===== config.mk =====
export PLATFORM = sky130hd
export DESIGN_NAME = id_ex_skid_buffer
export DESIGN_NICKNAME = d
export VERILOG_FILES = /design/src/rtl/riscv_pkg.sv /design/src/rtl/lane_bundle_reg.sv /design/src/rtl/id_ex_skid_buffer.sv
export SDC_FILE = /design/constraint.sdc
export NUM_CORES = 1
export LEC_CHECK = 0
export CAP_MARGIN = 5
export CORE_ASPECT_RATIO = 1.2
export CORE_MARGIN = 1.5
export CORE_UTILIZATION = 38
export DETAILED_ROUTE_END_ITERATION = 6
export DONT_BUFFER_PORTS = 1
export PLACE_DENSITY = 0.59
export SLEW_MARGIN = 0
export SYNTH_ARGS = -nofsm -noshare
export SYNTH_HDL_FRONTEND = slang
export SYNTH_SLANG_ARGS = --single-unit

===== constraint.sdc =====
create_clock -name clk -period 2.1 [get_ports clk]
set_input_delay 0.21 -clock clk [delete_from_list [all_inputs] [get_ports clk]]
set_output_delay 0.21 -clock clk [all_outputs]
set_load 0.03 [all_outputs]

===== src/rtl/riscv_pkg.sv =====
// rtl/riscv_pkg.sv - shared decode types and constants for the dual-issue core
package riscv_pkg;

  // Default issue width and datapath width
  localparam int LANES_DEF = 2;
  localparam int XLEN_DEF  = 32;

  // Major opcodes (inst[6:2])
  localparam logic [4:0] OP_LUI    = 5'b01101;
  localparam logic [4:0] OP_AUIPC  = 5'b00101;
  localparam logic [4:0] OP_IMM    = 5'b00100;
  localparam logic [4:0] OP_LOAD   = 5'b00000;
  localparam logic [4:0] OP_STORE  = 5'b01000;
  localparam logic [4:0] OP_JALR   = 5'b11001;
  localparam logic [4:0] OP_JAL    = 5'b11011;
  localparam logic [4:0] OP_BRANCH = 5'b11000;

  // One decoded lane as handed from decode to execute (pc is the MSB field)
  typedef struct packed {
    logic [31:0] pc;
    logic [31:0] imm;
    logic [4:0]  op_code;
    logic [4:0]  rd;
    logic [4:0]  rs1;
    logic [4:0]  rs2;
    logic [2:0]  funct3;
    logic        funct7_b5;
    logic        imm_unsigned;
  } dec_lane_t;

  localparam int DEC_LANE_W = $bits(dec_lane_t);

  // Bits of a lane that are not pc/imm; these do not scale with XLEN
  localparam int CTRL_W = DEC_LANE_W - 2 * XLEN_DEF;

  // Encoding equals the number of held bundles so occupancy is the state itself
  typedef enum logic [1:0] {
    ST_EMPTY = 2'd0,
    ST_ONE   = 2'd1,
    ST_FULL  = 2'd2
  } skid_state_t;

  function automatic logic [1:0] state_occupancy(input skid_state_t s);
    logic [1:0] occ;
    case (s)
      ST_ONE:  occ = 2'd1;
      ST_FULL: occ = 2'd2;
      default: occ = 2'd0;
    endcase
    return occ;
  endfunction

endpackage


===== src/rtl/lane_bundle_reg.sv =====
// rtl/lane_bundle_reg.sv - one bundle-wide register slot with load and lane-valid clear
module lane_bundle_reg #(
  parameter int LANES  = 2,
  parameter int LANE_W = 89
) (
  input  logic                      clk,
  input  logic                      rst,
  input  logic                      i_clr_v,
  input  logic                      i_load,
  input  logic [LANES-1:0]          i_lane_v,
  input  logic [LANES*LANE_W-1:0]   i_lane,
  output logic [LANES-1:0]          o_lane_v,
  output logic [LANES*LANE_W-1:0]   o_lane
);

  logic [LANES-1:0]        r_lane_v;
  logic [LANES*LANE_W-1:0] r_lane;

  // Clearing only drops lane valids; the payload keeps stale bits that are masked downstream
  always_ff @(posedge clk) begin
    if (rst) begin
      r_lane_v <= '0;
      r_lane   <= '0;
    end else if (i_clr_v) begin
      r_lane_v <= '0;
    end else if (i_load) begin
      r_lane_v <= i_lane_v;
      r_lane   <= i_lane;
    end
  end

  assign o_lane_v = r_lane_v;
  assign o_lane   = r_lane;

endmodule


===== src/rtl/id_ex_skid_buffer.sv =====
// rtl/id_ex_skid_buffer.sv - decode-to-execute two-entry skid buffer with flush and stall counter
module id_ex_skid_buffer
  import riscv_pkg::*;
#(
  parameter int LANES = LANES_DEF,
  parameter int XLEN  = XLEN_DEF,
  parameter int CNT_W = 16
) (
  input  logic                                  clk,
  input  logic                                  rst,
  input  logic                                  flush,
  input  logic                                  in_valid,
  output logic                                  in_ready,
  input  logic [LANES-1:0]                      in_lane_v,
  input  logic [LANES*(2*XLEN+CTRL_W)-1:0]      in_lane,
  output logic                                  out_valid,
  input  logic                                  out_ready,
  output logic [LANES-1:0]                      out_lane_v,
  output logic [LANES*(2*XLEN+CTRL_W)-1:0]      out_lane,
  output logic [1:0]                            occupancy,
  output logic [CNT_W-1:0]                      stall_cnt
);

  localparam int LANE_W   = 2 * XLEN + CTRL_W;
  localparam int BUNDLE_W = LANES * LANE_W;

  skid_state_t           r_state;
  logic                  r_in_ready;
  logic                  r_out_valid;
  logic [CNT_W-1:0]      r_stall_cnt;

  logic                  w_in_take;
  logic                  w_out_fire;
  logic                  w_main_load;
  logic                  w_main_from_skid;
  logic                  w_main_clr;
  logic                  w_skid_load;
  logic                  w_skid_clr;
  logic [LANES-1:0]      w_main_d_v;
  logic [BUNDLE_W-1:0]   w_main_d;
  logic [LANES-1:0]      w_main_q_v;
  logic [BUNDLE_W-1:0]   w_main_q;
  logic [LANES-1:0]      w_skid_q_v;
  logic [BUNDLE_W-1:0]   w_skid_q;

  // A bubble (no lane valid) is accepted on the handshake but never stored
  assign w_in_take  = in_valid && r_in_ready && (|in_lane_v);
  assign w_out_fire = r_out_valid && out_ready;

  // Slot load/clear decode from the current state and both handshakes
  always_comb begin
    w_main_load      = 1'b0;
    w_main_from_skid = 1'b0;
    w_main_clr       = 1'b0;
    w_skid_load      = 1'b0;
    w_skid_clr       = 1'b0;
    if (flush) begin
      w_main_clr = 1'b1;
      w_skid_clr = 1'b1;
    end else begin
      case (r_state)
        ST_EMPTY: begin
          w_main_load = w_in_take;
        end
        ST_ONE: begin
          if (w_in_take && w_out_fire) begin
            w_main_load = 1'b1;
          end else if (w_out_fire) begin
            w_main_clr = 1'b1;
          end else if (w_in_take) begin
            w_skid_load = 1'b1;
          end
        end
        ST_FULL: begin
          if (w_out_fire) begin
            w_main_load      = 1'b1;
            w_main_from_skid = 1'b1;
            w_skid_clr       = 1'b1;
          end
        end
        default: begin
          w_main_clr = 1'b1;
          w_skid_clr = 1'b1;
        end
      endcase
    end
  end

  assign w_main_d_v = w_main_from_skid ? w_skid_q_v : in_lane_v;
  assign w_main_d   = w_main_from_skid ? w_skid_q   : in_lane;

  lane_bundle_reg #(
    .LANES  (LANES),
    .LANE_W (LANE_W)
  ) u_main (
    .clk      (clk),
    .rst      (rst),
    .i_clr_v  (w_main_clr),
    .i_load   (w_main_load),
    .i_lane_v (w_main_d_v),
    .i_lane   (w_main_d),
    .o_lane_v (w_main_q_v),
    .o_lane   (w_main_q)
  );

  lane_bundle_reg #(
    .LANES  (LANES),
    .LANE_W (LANE_W)
  ) u_skid (
    .clk      (clk),
    .rst      (rst),
    .i_clr_v  (w_skid_clr),
    .i_load   (w_skid_load),
    .i_lane_v (in_lane_v),
    .i_lane   (in_lane),
    .o_lane_v (w_skid_q_v),
    .o_lane   (w_skid_q)
  );

  // Occupancy FSM; in_ready and out_valid are registered alongside the state
  always_ff @(posedge clk) begin
    if (rst) begin
      r_state     <= ST_EMPTY;
      r_in_ready  <= 1'b1;
      r_out_valid <= 1'b0;
    end else if (flush) begin
      r_state     <= ST_EMPTY;
      r_in_ready  <= 1'b1;
      r_out_valid <= 1'b0;
    end else begin
      case (r_state)
        ST_EMPTY: begin
          if (w_in_take) begin
            r_state     <= ST_ONE;
            r_out_valid <= 1'b1;
          end
        end
        ST_ONE: begin
          if (w_out_fire && !w_in_take) begin
            r_state     <= ST_EMPTY;
            r_out_valid <= 1'b0;
          end else if (!w_out_fire && w_in_take) begin
            r_state    <= ST_FULL;
            r_in_ready <= 1'b0;
          end
        end
        ST_FULL: begin
          if (w_out_fire) begin
            r_state    <= ST_ONE;
            r_in_ready <= 1'b1;
          end
        end
        default: begin
          r_state     <= ST_EMPTY;
          r_in_ready  <= 1'b1;
          r_out_valid <= 1'b0;
        end
      endcase
    end
  end

  // Saturating count of cycles where execute holds off a presented bundle; flush does not clear it
  always_ff @(posedge clk) begin
    if (rst) begin
      r_stall_cnt <= '0;
    end else if (r_out_valid && !out_ready && (r_stall_cnt != {CNT_W{1'b1}})) begin
      r_stall_cnt <= r_stall_cnt + 1'b1;
    end
  end

  assign in_ready   = r_in_ready;
  assign out_valid  = r_out_valid;
  assign out_lane_v = w_main_q_v;
  assign out_lane   = w_main_q;
  assign occupancy  = state_occupancy(r_state);
  assign stall_cnt  = r_stall_cnt;

endmodule


Word-level counts from Yosys, hierarchy flattened
Index checks and enable logic that the tools add are counted.
- word-level logic and storage cells: 76
- bits of input ports: 185
- bits in registers: 380
- equality and inequality tests: 9
- $add $sub $neg: 1
- reductions and logical operators: 23
- bitwise logic cells: 4
- muxes and demuxes: 31
- operators by type and width (kind ; count):
    178-bit two-way mux ; 1
    1-bit two-way mux ; 18
    16-bit by 1-bit adder with 16-bit output (second input constant) ; 1
    16-bit inequality test (second input constant) ; 1
    2-bit OR reduction ; 6
    2-bit two-way mux ; 5
    2-bit inequality test (second input constant) ; 5
    1-bit one-hot mux with 3 select lines ; 3
    1-bit logical AND ; 8
    2-bit one-hot mux with 3 select lines ; 1
    3-bit AND reduction ; 2
    1-bit inverter ; 4
    1-bit one-hot mux with 2 select lines ; 2
    2-bit one-hot mux with 2 select lines ; 1
    2-bit AND reduction ; 2
    4-bit AND reduction ; 1
    1-bit logical NOT ; 3
    3-bit inequality test (second input constant) ; 1
    2-bit by 1-bit == test with 1-bit output (second input constant) ; 1
    2-bit == test (second input constant) ; 1
    2-bit logical NOT ; 1

Depth between registers and ports, before layout
Gate-level depths: netlist (run 1).
- word-level depth: 8
- gate-level depth with buffers: 9
- depth with buffers taken out: 7

Cells and area by module
A second synthesis (run 1) with hierarchy kept.
- cells, all modules: 1974
- area total of the unflattened synthesis: 20489.7 sq um
- by module, submodules not included (module ; times used ; cells each ; area an instance (sq um)):
    lane_bundle_reg ; 2 ; 819 ; 8590.7
    id_ex_skid_buffer ; 1 ; 336 ; 3308.2

Least setup slack after synthesis (run 1)
No wires, ideal clock.
- path type: reg2reg
- from: register r_out_valid (netlist: out_valid)
- to: register u_main.r_lane[157] (netlist: u_main.o_lane[157])
- period minus slack after synthesis: 2.123 ns
- data arrival time: 2.052 ns
- data required time: 2.029 ns
- cell stages (with the launch flop): 10
- path slack: -0.023 ns
- cells stage by stage: dfxtp_1 nand2_1 inv_1 ha_1 nand4bb_1 o211ai_2 a21oi_4 buf_2 buf_2 o2bb2ai_1
- longest elaborated chain between the ends: 7
- RTL lines (item ; RTL line ; text):
    start, declared ; id_ex_skid_buffer.sv:29 ; logic r_out_valid;
    start signal, assigned ; id_ex_skid_buffer.sv:125 ; r_out_valid <= 1'b0;
    start signal, assigned ; id_ex_skid_buffer.sv:129 ; r_out_valid <= 1'b0;
    start signal, assigned ; id_ex_skid_buffer.sv:135 ; r_out_valid <= 1'b1;
    1-bit logical AND (*) ; id_ex_skid_buffer.sv:48 ; assign w_out_fire = r_out_valid && out_ready;
    1-bit two-way mux / 1-bit logical AND (equally long branches) ; id_ex_skid_buffer.sv:68, id_ex_skid_buffer.sv:75, id_ex_skid_buffer.sv:66 ;
    1-bit two-way mux ; id_ex_skid_buffer.sv:66 ; if (w_in_take && w_out_fire) begin
    1-bit one-hot mux with 2 select lines ; id_ex_skid_buffer.sv:61 ; case (r_state)
    1-bit two-way mux ; id_ex_skid_buffer.sv:57 ; if (flush) begin
    1-bit inverter (no line) ; n/a ;
    2-bit AND reduction (no line) ; n/a ;
    end signal, assigned ; lane_bundle_reg.sv:28 ; r_lane <= i_lane;
    end, declared ; lane_bundle_reg.sv:17 ; logic [LANES*LANE_W-1:0] r_lane;
Every way passes the cells marked *; elsewhere a longest branch is shown, timed or not.
A chain may end at the register's enable or synchronous reset.

Worst setup path after layout (run 1)
- from: register r_stall_cnt[7] (netlist: stall_cnt[7])
- to: register r_stall_cnt[2] (netlist: stall_cnt[2])
- longest elaborated chain between the ends: 2
- RTL lines (item ; RTL line ; text):
    start, declared ; id_ex_skid_buffer.sv:30 ; logic [CNT_W-1:0] r_stall_cnt;
    start signal, assigned ; id_ex_skid_buffer.sv:167 ; r_stall_cnt <= r_stall_cnt + 1'b1;
    16-bit inequality test ; id_ex_skid_buffer.sv:166 ; end else if (r_out_valid && !out_ready && (r_stall_cnt != {CNT_W{1'b1}})) begin
    1-bit logical AND ; id_ex_skid_buffer.sv:166 ;
No other way between the ends.

==> run summary, run 1 <==
In this run the deepest clock path goes through 3 buffers. The count of standard-cell rows was 78; the total core area was 37900 µm². The critical setup path kind is reg2reg. The register clock-pin slew on the reported worst setup and hold paths came out at 0.06 ns. The run finished, with violations left. Proportion of register bits with asynchronous set or reset after synthesis: 0%.

The run gives 1950 as the number of placed instances, taps included. The time the final worst path needs with I/O delays and setup was 2.00 ns; the number of buffers inserted for hold repair after clock tree synthesis was 198. Based on the critical path, the design can be clocked at up to 501 MHz. TritonCTS built the clock tree.

In this run the tool buffered the top-level ports with 0 buffer cells. On the final layout, the worst clock skew is 0.0153 ns. The final number of setup-violating endpoints is 0. The tools report the buffer type at the clock tree root as clkbuf_16. The min-delay analysis places its worst path in the category in2reg. The run gives 48 as the distinct cell type count of the synthesized netlist. The logs give 0 for the number of violations of the max-capacitance limit and 1528 for the gate count of the mapped netlist.

The worst pin sits at a relative slew slack of 54.0%. The total track usage came out at 20.7%. The run gives 2 as the number of antenna violations at the first check in global routing. The first-pass GRT wire length is 66300 µm. The minimum hold slack is -0.239 ns. The sequential fraction of the synthesis area is 51.9%.

The final count of hold timing violations was 137. STA classifies the critical path startpoint as a register. For this design, the sink count on the clock tree is 380. In this run, synthesis produced a sequential element count of 380.

For this run, the leading register cell type out of synthesis is dfxtp_1. The tools report the half-perimeter wire length of the detailed placement result as 25600 µm. By area the synthesized netlist is led by dfxtp_1 (52%), mux2i_1 (12%), o2bb2ai_1 (11%).

The via-per-instance ratio was 5.39. Excluding fillers, the count of instances in the completed layout stands at 2226. Data on the critical path arrives at its endpoint at 2.46 ns. From bottom edge to top edge, the die measures 218 µm. The share of layout cells above drive strength 1 is 9.18%, and the final worst-path cycle share is 95.0%. In this run the horizontal extent of the chip is 182 µm.

The run gives 0 as the number of nets still failing antenna checks after routing. For the worst-skew pair, the clock arrives at the later sink with an insertion delay of 0.53 ns. Summed over all layers, the global routing overflow is 0. The largest net degree at the start of global routing was 205; the routed wire length was 42200 µm.

For the pin with the worst max-slew slack, the measured transition is 0.688 ns. The analysis attributes to cell leakage a power of 6.27 nW. The share of synthesized area in the top cell type comes to 51.9%.

The worst-case IR drop observed on VDD is 0.621 mV. For this run, the number of Yosys warnings is 0. Post-synthesis cell type with the largest combined area: dfxtp_1. The tools report the number of vias after detailed routing as 12000. After detailed routing, the average wire length per cell comes to 18.9 µm. The mapped cell area is 14700 µm², and the number of global-route vias before repair is 12200. Accumulated negative setup slack: 0 ns. The area added between synthesis and finish is 28.8%. The die covers 39800 µm². For the number of pins with negative max-slew slack in the final report, the log shows 0. Data on the critical path is required at its endpoint by 2.57 ns.

After the last flow step, the layout net total stands at 1907. For this configuration, the core starts out at a cell density of 38.7%. The final routed DRC violation total was 0. For the count of fill cells added during filler insertion, the log shows 3455. The tools report the routability congestion estimate from global placement as 0.773.

The logs give 385 for the number of top-level design ports and 41 for the number of clock buffers inserted by TritonCTS. The first routing iteration left 703 violations. The first detailed-routing pass ran for 5 iterations. The average instance in the mapped netlist occupies 9.59 µm².

The number of enable-type register cells in the synthesized netlist works out to 0. Leaving out fill and tap cells, the most frequent cell in the layout is dfxtp_1. In the layout the commonest cells are dfxtp_1 (378), nand2_1 (367), dlygate4sd3_1 (197).

The checks that failed: negative hold slack. The number of nets in the synthesized netlist was 1718. The worst setup path is captured at a register. Of all nets on the critical path, the largest fanout is 6. Setup repair after global routing left no endpoint under its margin. CTS built an H-tree with a depth of 2. For this design the ratio of total power to cell area is 847 nW/µm².
[metal layers]
| metal | track usage (%) | wire length, µm | vias to the layer above |
|---|---|---|---|
| met4 | 8.32 | 1480 | 0 |
| li1 | - | - | 5800 |
| met5 | 0 | 0 | - |
| met2 | 35.8 | 20600 | 371 |
| met1 | 23.7 | 17000 | 5745 |
| met3 | 6.27 | 3080 | 88 |
[stage by stage]
step	setup slack [ns]	power [mW]	hold WS [ns]	cell area, µm²	util (%)
3_5_place_dp	0.121	8.61	0.287	15500	40.9
2_1_floorplan	0.120	8.42	0.346	14700	-
3_3_place_gp	0.173	8.60	0.285	15500	40.9
5_1_grt	0.00964	16.6	-0.270	18900	49.9
6_report	0.104	16.0	-0.239	18900	49.9
4_1_cts	0.0404	16.2	-0.274	18800	49.6
[timing repair]
item,4_1_cts,5_1_grt
resized for setup,0,9
setup buffers,0,6
endpoints found under the setup margin,0,45
endpoints found under the hold margin,379,186
[synthesized netlist by cell type (2+ instances only)]
| cell type | count |
|---|---|
| o31ai_1 | 2 |
| buf_4 | 9 |
| mux2_2 | 5 |
| dfxtp_1 | 380 |
| a211oi_1 | 2 |
| clkbuf_1 | 43 |
| clkbuf_4 | 3 |
| nor2_1 | 10 |
| buf_2 | 51 |
| o211ai_2 | 2 |
| a21o_1 | 2 |
| a21oi_1 | 195 |
| nand3_1 | 9 |
| nand4_1 | 6 |
| a41oi_1 | 2 |
| nand2_1 | 367 |
| nor2b_1 | 6 |
| buf_1 | 17 |
| and4_1 | 3 |
| inv_1 | 5 |
| ha_1 | 5 |
| and4b_1 | 2 |
| nor4_1 | 4 |
| o21ai_0 | 6 |
| nor3_1 | 9 |
| mux2i_1 | 180 |
| nand3b_1 | 2 |
| o2bb2ai_1 | 178 |
| or3_1 | 2 |
| a311oi_1 | 3 |
[area by class of cell]
cell class | instances | area [µm²] | share of cell area [%]
Sequential cell | 380 | 7610 | 40.3
Multi-Input combinational cell | 1021 | 6530 | 34.6
Timing Repair Buffer | 268 | 2780 | 14.7
Clock buffer | 55 | 1170 | 6.19
Tap cell | 480 | 601 | 3.18
Clock inverter | 14 | 166 | 0.881
Inverter | 5 | 18.8 | 0.0994
Antenna cell | 3 | 7.51 | 0.0398
[state kept, by name, summed over array words and instances (netlist names)]
register	cells
out_valid	1
u_main.o_lane	178
u_skid.o_lane	178
stall_cnt	16
r_state	2
u_main.o_lane_v	2
in_ready	1
u_skid.o_lane_v	2
[worst paths after layout]
kind                startpoint                 to  slack [ns]  depth (start not counted)
max reg2reg       stall_cnt[7]       stall_cnt[2]        0.10                          6
min                        rst  u_skid.o_lane[56]       -0.24                          1
max               stall_cnt[7]       stall_cnt[2]        0.10                          6
min reg2reg  u_skid.o_lane[56]  u_skid.o_lane[56]        0.45                          2
[logic make-up (layout without fill, tap and decap cells)]
kind of cell    after synthesis  after routing  share of synthesized area [%]
flops                       380            380                           51.9
simple gates                433            434                           12.4
fa+ha+maj                     5              5                          0.427
mux                         185            185                           12.7
buf+inv                     128            342                           4.02
compound gates              397            397                           18.6
other cells                   0              3                              0
[critical path: stages, from the launching register on]
cell and delay (ns):
dfxtp_1 0.33, nand4_1 0.22, nor4_4 0.37, buf_4 0.20, a21oi_1 0.07, nor3_1 0.18, dlygate4sd3_1 0.57
[report_power, final]
group	switching [mW]	internal, mW
sequential	0.474	7.40
clock	2.91	4.27
combinational	0.440	0.491
(Power assumes the default switching activity.)
==> run 2: changes to the inputs <==
--- a/config.mk
+++ b/config.mk
@@ -11,6 +11,7 @@
 export CORE_UTILIZATION = 38
 export DETAILED_ROUTE_END_ITERATION = 6
 export DONT_BUFFER_PORTS = 1
+export MAX_ROUTING_LAYER = met4
 export PLACE_DENSITY = 0.59
 export SLEW_MARGIN = 0
 export SYNTH_ARGS = -nofsm -noshare
==> run summary, run 2 (synthesis results as in run 1) <==
In the routed layout, each cell is associated on average with a via count of 5.37. Counting along the longest clock path gives a buffer depth of 3. The count of cells in the finished layout, fillers not included, comes to 2226.

In this run the horizontal extent of the chip is 182 µm. The buffer and inverter count on the worst path is 2. The flow ran to the end, but the final reports show violations. The final worst-path cycle share was 94.7%; the count of input and output buffers was 0. Among cell families on the critical path, the largest total delay comes from buffers and inverters. The area growth from synthesis to layout is 28.8%. The final count of hold timing violations came out at 115. The count of standard-cell rows was 78.

The stage delay of the slowest cell on the critical path was 0.57 ns. The top cell types in the final layout, fill and taps aside, are dfxtp_1 (378), nand2_1 (367), dlygate4sd3_1 (197). In this run the number of H-tree levels came out at 2. The tools report the total track usage as 21.3%. The number of vias after detailed routing came out at 11900. Critical setup path kind: reg2reg. After layout, the design draws a total of 16.0 mW. Counting I/O delays and the setup requirement, the final critical path takes 1.99 ns.

The minimum hold slack is -0.240 ns, and the power density over cell area is 847 nW/µm². Wire length per cell after detailed routing: 18.9 µm. The register clock-pin slew on the reported worst setup and hold paths was 0.06 ns; the final number of setup-violating endpoints was 0. The core occupancy in the finished layout was 49.9%; the combinational power share was 5.8%. At the worst endpoint, the required time is 2.57 ns. For the worst setup path, the data arrival time is 2.46 ns. For this design, the slowest cell found on the critical path is dlygate4sd3_1. For this design the static power due to leakage is 6.27 nW. The count of cell instances traversed by the critical path came out at 6.

The number of pins with negative max-slew slack in the final report came out at 0. The region available for standard cell placement spans 37900 µm². The logs give 0.784 for the routability congestion estimate from global placement and 1907 for the net count of the finished layout.

The tree is rooted in a clkbuf_16. Leaving out fill and tap cells, the most frequent cell in the layout is dfxtp_1. The logs give 12.2 mW for the design internal power and 0.53 ns for the clock latency reported for the late side of the worst-skew pair. The largest net degree at the start of global routing was 205; the number of buffers inserted for hold repair after clock tree synthesis was 198. The die height is 218 µm, and the final routed DRC violation total is 0.

Walking the worst path, the cells encountered are nand4_1, nor4_4, buf_4, a21oi_1, nor3_1, dlygate4sd3_1. The critical-path maximum fanout came out at 6. The total congestion overflow after global routing came out at 0.

The number of global-route vias before repair was 12200. The depth of the worst register-to-register path is 6. The count of nets left with antenna violations once routing finished came out at 0. The number of top-level design ports was 385; the worst hold path stage count was 1. Number of antenna violations at the first check in global routing: 2. TritonCTS built the clock tree. The final reports fail on negative hold slack.

The tightest min-delay check is of the in2reg type. The net switching power figure came out at 3.83 mW. The share of total power in sequential cells was 49.3%. Setup repair after global routing left no endpoint under its margin. The proportion of total power due to net switching came out at 23.9%. Initial detailed-routing violation count: 676. The logs give 0.620 mV for the maximum resistive drop on vdd and 7610 µm² for the combined flip-flop and latch cell area. The first global-routing pass estimated 66400 µm of wire.

The filler cells instantiated in the layout total 3455. The initial cell density of the core was 38.7%; the achievable clock frequency was 503 MHz. The half-perimeter wire length of the detailed placement result is 25600 µm, and the clock skew after layout is 0.0138 ns. The share of layout cells above drive strength 1 works out to 9.18%.

The share of total power dissipated in the clock network is 44.9%. The number of placed instances, taps included, is 1950. The floorplan step defined a die boundary enclosing 39800 µm².

The first detailed-routing pass took 5 iterations. Number of clock buffers inserted by TritonCTS: 41. Setup total negative slack on the finished layout was measured at 0 ns. For this design, the sink count on the clock tree is 380. For the pin with the worst max-slew slack, the measured transition is 0.677 ns. The multi-input combinational cell area is 6530 µm², and the remaining max-slew budget at the tightest pin is 54.7%. The worst setup path is captured at a register.

The kind of start point of the critical path was a register. The number of violations of the max-capacitance limit was 0; the routed wire length was 42200 µm.
-- run 2: cell counts in the layout (fill, tap and decap cells not counted) --
Identical to the previous run, type by type.
-- run 2: layout make-up --
class / instances / area share (%)
sequential: 380 / 40.3
multi-input combinational: 1021 / 34.6
timing repair buffer: 268 / 14.7
clock buffer: 55 / 6.19
tap: 480 / 3.18
clock inverter: 14 / 0.881
inverter: 5 / 0.0994
antenna: 3 / 0.0398
-- run 2: worst paths after layout --
| path | from | endpoint | slack, ns |
|---|---|---|---|
| max | stall_cnt[7] | stall_cnt[2] | 0.11 |
| min | rst | u_skid.o_lane[56] | -0.24 |
| min reg2reg | u_skid.o_lane[56] | u_skid.o_lane[56] | 0.45 |
| max reg2reg | stall_cnt[7] | stall_cnt[2] | 0.11 |
-- run 2: layer usage --
layer	vias to the layer above	GRT usage, %	part of all wire [%]
met3	78	5.87	7.1
met1	5721	24.0	41
li1	5786	-	-
met5	-	-	0
met4	0	8.24	3.4
met2	358	35.9	49
-- run 2: repair_timing --
| action | 4_1_cts | 5_1_grt |
|---|---|---|
| resized for setup | 0 | 9 |
| setup endpoints to repair | 0 | 44 |
| setup buffers | 0 | 6 |
| hold endpoints to repair | 379 | 186 |
-- run 2: stage by stage --
step                hold WS [ns]  setup WS (ns)  instance area (µm²)
floorplan                  0.346          0.120                14700
global placement           0.285          0.173                15500
detailed placement         0.287          0.121                15500
CTS                       -0.274         0.0404                18800
global route              -0.271         0.0119                18900
finish                    -0.240          0.111                18900
-- run 2: power groups by stage --
stage	registers [mW]	clock network, mW	logic (mW)
floorplan	7.97	0	0.448
global placement	8.04	0	0.560
detailed placement	8.03	0	0.578
CTS	7.87	7.38	0.921
global route	7.89	7.67	1.02
finish	7.88	7.18	0.932
